### config.mk
export PLATFORM = sky130hd
export DESIGN_NAME = fifo_uart_tx
export DESIGN_NICKNAME = d
export VERILOG_FILES = /design/src/rtl/fifo_uart_tx.sv
export SDC_FILE = /design/constraint.sdc
export NUM_CORES = 1
export LEC_CHECK = 0
export CELL_PAD_IN_SITES_DETAIL_PLACEMENT = 0
export CELL_PAD_IN_SITES_GLOBAL_PLACEMENT = 2
export CORE_ASPECT_RATIO = 1.4
export CORE_MARGIN = 8
export CORE_UTILIZATION = 36
export CTS_CLUSTER_SIZE = 10
export DETAILED_ROUTE_END_ITERATION = 10
export PLACE_DENSITY_LB_ADDON = 0.1
export SLEW_MARGIN = 10
export SYNTH_ARGS = -nofsm -noshare
export SYNTH_HDL_FRONTEND = slang
export SYNTH_SLANG_ARGS = --single-unit
### constraint.sdc
create_clock -name clk -period 4.86 [get_ports clk]
set_input_delay 1.215 -clock clk [delete_from_list [all_inputs] [get_ports clk]]
set_output_delay 1.215 -clock clk [all_outputs]
set_load 0.01 [all_outputs]
### src/rtl/fifo_uart_tx.sv
// FIFO drain stage: pops one byte per frame and sends it as a start/LSB-first data/stop serial frame.
// Defining FIFO_UART_TX_PARITY_EN inserts an even-parity bit between the data bits and the stop bit.
module fifo_uart_tx #(
  parameter int DATA_W       = 8,
  parameter int CLKS_PER_BIT = 16
) (
  input  logic              clk,
  input  logic              rst,
  input  logic              enable,
  input  logic              fifo_empty,
  input  logic [DATA_W-1:0] fifo_data,
  output logic              fifo_rd,
  output logic              tx,
  output logic              busy,
  output logic              frame_done,
  output logic [2:0]        state_dbg
);

  localparam int BAUD_W = $clog2(CLKS_PER_BIT);
  localparam int BIT_W  = (DATA_W > 1) ? $clog2(DATA_W) : 1;
  localparam logic [BAUD_W-1:0] BAUD_LAST = BAUD_W'(CLKS_PER_BIT - 1);
  localparam logic [BIT_W-1:0]  BIT_LAST  = BIT_W'(DATA_W - 1);

  typedef enum logic [2:0] {
    IDLE   = 3'd0,
    POP    = 3'd1,
    LOAD   = 3'd2,
    START  = 3'd3,
    DATA   = 3'd4,
`ifdef FIFO_UART_TX_PARITY_EN
    PARITY = 3'd5,
`endif
    STOP   = 3'd6
  } state_t;

  state_t              state;
  logic [BAUD_W-1:0]   baud_cnt;
  logic [BIT_W-1:0]    bit_cnt;
  logic [DATA_W-1:0]   shreg;
`ifdef FIFO_UART_TX_PARITY_EN
  logic                parity;
`endif
  logic                baud_end;

  assign baud_end  = (baud_cnt == BAUD_LAST);
  assign state_dbg = state;

  // shreg holds the bits not yet driven onto tx; tx is loaded from shreg[0] at each bit boundary.
  always_ff @(posedge clk or negedge rst) begin
    if (!rst) begin
      state      <= IDLE;
      tx         <= 1'b1;
      fifo_rd    <= 1'b0;
      busy       <= 1'b0;
      frame_done <= 1'b0;
      baud_cnt   <= '0;
      bit_cnt    <= '0;
      shreg      <= '0;
`ifdef FIFO_UART_TX_PARITY_EN
      parity     <= 1'b0;
`endif
    end else begin
      fifo_rd    <= 1'b0;
      frame_done <= 1'b0;
      case (state)
        IDLE: begin
          tx       <= 1'b1;
          baud_cnt <= '0;
          if (enable && !fifo_empty) begin
            state   <= POP;
            fifo_rd <= 1'b1;
            busy    <= 1'b1;
          end
        end
        POP: begin
          state <= LOAD;
        end
        LOAD: begin
          shreg    <= fifo_data;
`ifdef FIFO_UART_TX_PARITY_EN
          parity   <= ^fifo_data;
`endif
          tx       <= 1'b0;
          baud_cnt <= '0;
          state    <= START;
        end
        START: begin
          if (baud_end) begin
            baud_cnt <= '0;
            bit_cnt  <= '0;
            tx       <= shreg[0];
            shreg    <= shreg >> 1;
            state    <= DATA;
          end else begin
            baud_cnt <= baud_cnt + 1'b1;
          end
        end
        DATA: begin
          if (baud_end) begin
            baud_cnt <= '0;
            if (bit_cnt == BIT_LAST) begin
              bit_cnt <= '0;
`ifdef FIFO_UART_TX_PARITY_EN
              tx      <= parity;
              state   <= PARITY;
`else
              tx      <= 1'b1;
              state   <= STOP;
`endif
            end else begin
              bit_cnt <= bit_cnt + 1'b1;
              tx      <= shreg[0];
              shreg   <= shreg >> 1;
            end
          end else begin
            baud_cnt <= baud_cnt + 1'b1;
          end
        end
`ifdef FIFO_UART_TX_PARITY_EN
        PARITY: begin
          if (baud_end) begin
            baud_cnt <= '0;
            tx       <= 1'b1;
            state    <= STOP;
          end else begin
            baud_cnt <= baud_cnt + 1'b1;
          end
        end
`endif
        STOP: begin
          tx <= 1'b1;
          if (baud_end) begin
            baud_cnt   <= '0;
            frame_done <= 1'b1;
            busy       <= 1'b0;
            state      <= IDLE;
          end else begin
            baud_cnt <= baud_cnt + 1'b1;
          end
        end
        default: begin
          tx       <= 1'b1;
          busy     <= 1'b0;
          baud_cnt <= '0;
          state    <= IDLE;
        end
      endcase
    end
  end

endmodule

Word level (Yosys, flattened, before mapping)
Cells that the tools add are included.
W data, S select, Z words.
{"block": "word_totals", "register_bits": 22, "in_bits": 12, "out_inout_bits": 7, "word_cells": 63}
{"block": "classes", "n_addsub": 2, "eq_ne": 13, "mux": 26, "bitwise_logic": 2, "reduce_logical": 12}
{"operator": "$mux W8", "count": 3}
{"operator": "$pmux W8 S3", "count": 1}
{"operator": "$mux W3", "count": 7}
{"operator": "$pmux W3 S6", "count": 1}
{"operator": "$ne A2 B2 Y1 const B", "count": 6}
{"operator": "$eq A3 B3 Y1 const B", "count": 3}
{"operator": "$mux W1", "count": 9}
{"operator": "$reduce_and A3 Y1", "count": 3}
{"operator": "$pmux W4 S2", "count": 1}
{"operator": "$eq A3 B2 Y1 const B", "count": 2}
{"operator": "$pmux W3 S2", "count": 1}
{"operator": "$reduce_and A5 Y1", "count": 1}
{"operator": "$add A4 B1 Y4 const B", "count": 1}
{"operator": "$eq A4 B4 Y1 const B", "count": 1}
{"operator": "$mux W4", "count": 1}
{"operator": "$pmux W1 S4", "count": 1}
{"operator": "$reduce_and A4 Y1", "count": 1}
{"operator": "$reduce_or A4 Y1", "count": 1}
{"operator": "$add A3 B1 Y3 const B", "count": 1}
{"operator": "$eq A3 B1 Y1 const B", "count": 1}
{"operator": "$logic_not A3 Y1", "count": 1}
{"operator": "$pmux W1 S3", "count": 1}
{"operator": "$reduce_bool A3 Y1", "count": 1}
{"operator": "$reduce_or A3 Y1", "count": 1}
{"operator": "other kinds (4)", "count": 5}

Longest topological paths before layout
{"block": "logic_depth", "ltp_word": 4, "depth_mapped": 6}

Worst setup path after synthesis
No wires, ideal clock.
{"block": "synth_timing", "path_type": "register -> output", "startpoint": "reg tx", "endpoint": "out tx", "t_arrival_ns": 0.529, "t_required_ns": 3.645, "slack_ns": 3.116, "stages_incl_launch_ff": 1, "path_buffers": 0, "path_cell_list": "dfstp_2"}
{"element": "start: declaration", "line_no": "13", "source": "output logic tx,"}
{"element": "start signal: assignment", "line_no": "91", "source": "tx <= shreg[0];"}
{"element": "start signal: assignment", "line_no": "112", "source": "tx <= shreg[0];"}
No word-level cell between the ends.

Worst setup path in the final report
{"block": "layout_timing", "startpoint": "reg state[1] (netlist: state_dbg[1])", "endpoint": "out state_dbg[1]"}
{"element": "start: declaration", "line_no": "36", "source": "state_t state;"}
{"element": "start signal: assignment", "line_no": "51", "source": "state <= IDLE;"}
{"element": "start signal: assignment", "line_no": "70", "source": "state <= POP;"}
{"element": "start signal: assignment", "line_no": "76", "source": "state <= LOAD;"}
{"element": "end: declaration", "line_no": "16", "source": "output logic [2:0] state_dbg"}
No word-level cell between the ends.

==> results_dict.tcl <==
set metrics [dict create \
    placed_cells 171 \
    root_buffer "clkbuf_8" \
    yosysMostFrequentCell "dfrtp_1" \
    drtPass1Iterations 4 \
    tightest_slew_ns 0.985 \
    r2r-end "shreg[4]$_DFFE_PN0P_" \
    antenna_found_initial 0 \
    ctsHoldBuffers 0 \
    yosys.area.top_type "dfrtp_1" \
    rows 25 \
    antennaDiodeCount 0 \
    worstPathCellList "clkdlybuf4s50_1" \
    slew_headroom_pct 34.1 \
    hold_viol 0 \
    synth_nets 137 \
    final_cell_count_no_fill 175 \
    first_global_vias 978 \
    path_depth 1 \
    clk_path_buf_depth 2 \
    critPathLaunch "state_dbg[1]$_DFFE_PN0P_" \
    endpoint_kind "output pin" \
    dp_hpwl_um 1840 \
    avgRoutedWirePerCell_um 14.7 \
    drv_slew 0 \
    rsz0062_at_grt "no" \
    cts_tree "built" \
    syn_inst 121 \
    setup_ws_ns 1.98 \
    ant_nets 0 \
    die_h_um 85.2 \
    ys_ff_latch 22 \
    yosysWarnings 0 \
    post-place-ws_ns 2.27 \
    ys_top_cells_by_area "dfrtp_1, mux2i_1, a2bb2oi_1" \
    cts_sinks 22 \
    powerDensity_nw_per_um2 567 \
    cts_resized 0 \
    die_w_um 65.4 \
    clock_latency_ns 0.26 \
    syn_avg_cell_area_um2 10.2 \
    grt-ovfl-total 0 \
    port-buffer-count 18 \
    fin_skew_ns 0.00471 \
    drive_gt1_share_pct 6.67 \
    core_area_um2 3320 \
    outcome "complete, no violations" \
    grt_max_degree 23 \
    r2r-start "state_dbg[1]$_DFFE_PN0P_" \
    ys_seq_area_share_pct 44.8 \
    worst-path-buf-inv 1 \
    synth_flop_cell "dfrtp_1" \
    path_class "flop to output pin" \
    numCtsBuffers 3 \
    reg2reg_slack_ns 2.86 \
    setup_viol 0 \
    final_nets 152 \
    cap_violations 0 \
    finalSetupTns_ns 0 \
    cpMaxStageDelayCell "dfrtp_1" \
    cp_max_fo 18 \
    design.die.area_um2 5570 \
    clk_pin_slew_ns 0.08 \
    num_vias 924 \
    areaGrowthSynthToFinish_pct 19.4 \
    drc_errors 0 \
    gp_congestion 0.716 \
    grt_use_total_pct 10.4 \
    required_ns 3.64 \
    ir_drop_mv 0.236 \
    synth-edff-count 0 \
    critPathArrivalTime_ns 1.67 \
    synthTopCellsByCount "dfrtp_1, nand2_1, nand2b_1" \
    io_pins 19 \
    fmax_mhz 347 \
    vias_per_cell 5.28 \
    ys_types 37 \
    r2r_cells 4 \
    grt_pass1_wl_um 4640 \
    p_leak_uw 0.000671 \
    min_path_type "flop to flop" \
    layout_min_cycle_time_ns 2.88 \
    ys_async_sr_fraction_pct 100 \
    drtIter0Drc 44 \
    slowest_delay_ns 0.74 \
    totalWireLength_um 2580 \
    synth_area_um2 1230 \
    worst_setup_path_start_kind "flop" \
    cts_max_level 1 \
    postCtsSetupBuffers 0 \
    synth_top_area_share_pct 42.7 \
    finalPower_uw 833 \
    cp_top_family "flip-flops" \
    finalCritPeriodShare_pct 59.3 \
    crit_end "state_dbg[1]" \
    initial_utilization_pct 37.1 \
]
-- power breakdown --
part / switching (uW) / internal, uW
registers: 72.3 / 253
logic: 172 / 204
clock network: 59.6 / 72.2
total: 304 / 529
-- area by class of cell --
cell class	count	area (um^2)
multi-input combinational	85	611
tap	40	50.0
timing repair buffer	18	180
sequential	22	552
clock buffer	4	55.1
inverter	6	22.5
fill	338	1850
-- cell usage in the layout (no fill, tap or decap), types with 2 or more instances in the layout --
cell type,count
dfrtp_1,21
clkdlybuf4s50_1,18
nand2_1,10
nand2b_1,9
a21oi_1,8
mux2i_1,8
a2bb2oi_1,7
inv_1,6
nor2_1,6
nor3_1,5
o22ai_1,4
ha_1,4
clkbuf_8,4
o32ai_1,3
nand3_1,2
o21ai_0,2
-- sequential cells by signal (all words and copies together), names as in the netlist --
name	cells
busy	1
fifo_rd	1
state_dbg	3
shreg	8
bit_cnt	3
tx	1
frame_done	1
baud_cnt	4
-- worst min path at each step --
| stage | cells past startpoint | endpoint | start | slack (ns) |
|---|---|---|---|---|
| finish | 2 | tx$_DFFE_PN1P_ | tx$_DFFE_PN1P_ | 0.48 |
| global route | 2 | tx$_DFFE_PN1P_ | tx$_DFFE_PN1P_ | 0.51 |
| CTS | 2 | tx$_DFFE_PN1P_ | tx$_DFFE_PN1P_ | 0.48 |
| detailed placement | 2 | tx$_DFFE_PN1P_ | tx$_DFFE_PN1P_ | 0.47 |
| global placement | 2 | tx$_DFFE_PN1P_ | tx$_DFFE_PN1P_ | 0.47 |
| floorplan | 2 | shreg[7]$_DFFE_PN0P_ | shreg[7]$_DFFE_PN0P_ | 0.47 |
-- stage by stage --
step | hold slack, ns | util [%] | instance area (um^2)
floorplan | 0.472 | - | 1230
global placement | 0.472 | 42.7 | 1420
detailed placement | 0.467 | 42.7 | 1420
CTS | 0.483 | 44.3 | 1470
global route | 0.513 | 44.3 | 1470
finish | 0.480 | 44.3 | 1470
-- cells by family after synthesis --
logic type / after synthesis / synth area share (%)
AO/OA/AOI/OAI: 34 / 21.9
flip-flops: 22 / 44.8
XOR/XNOR: 2 / 1.42
adder cells (fa/ha/maj): 5 / 4.88
buffers and inverters: 14 / 5.59
AND/OR/NAND/NOR: 36 / 14.9
multiplexers: 8 / 6.50
-- routing by layer --
metal,GRT usage [%],vias to the layer above,part of all wire [%]
met3,2.90,5,4.5
met2,16.3,16,47
li1,-,464,-
met4,4.18,0,1.7
met1,12.9,439,47
met5,0,-,0
-- worst register-to-register path, stage by stage (launching register included) --
cell and delay [ns]:
dfrtp_1 0.74, nand2_1 0.13, o22ai_2 0.61, a21boi_4 0.20, a2bb2oi_1 0.17
No activity file was read; power rests on OpenSTA's default activity.
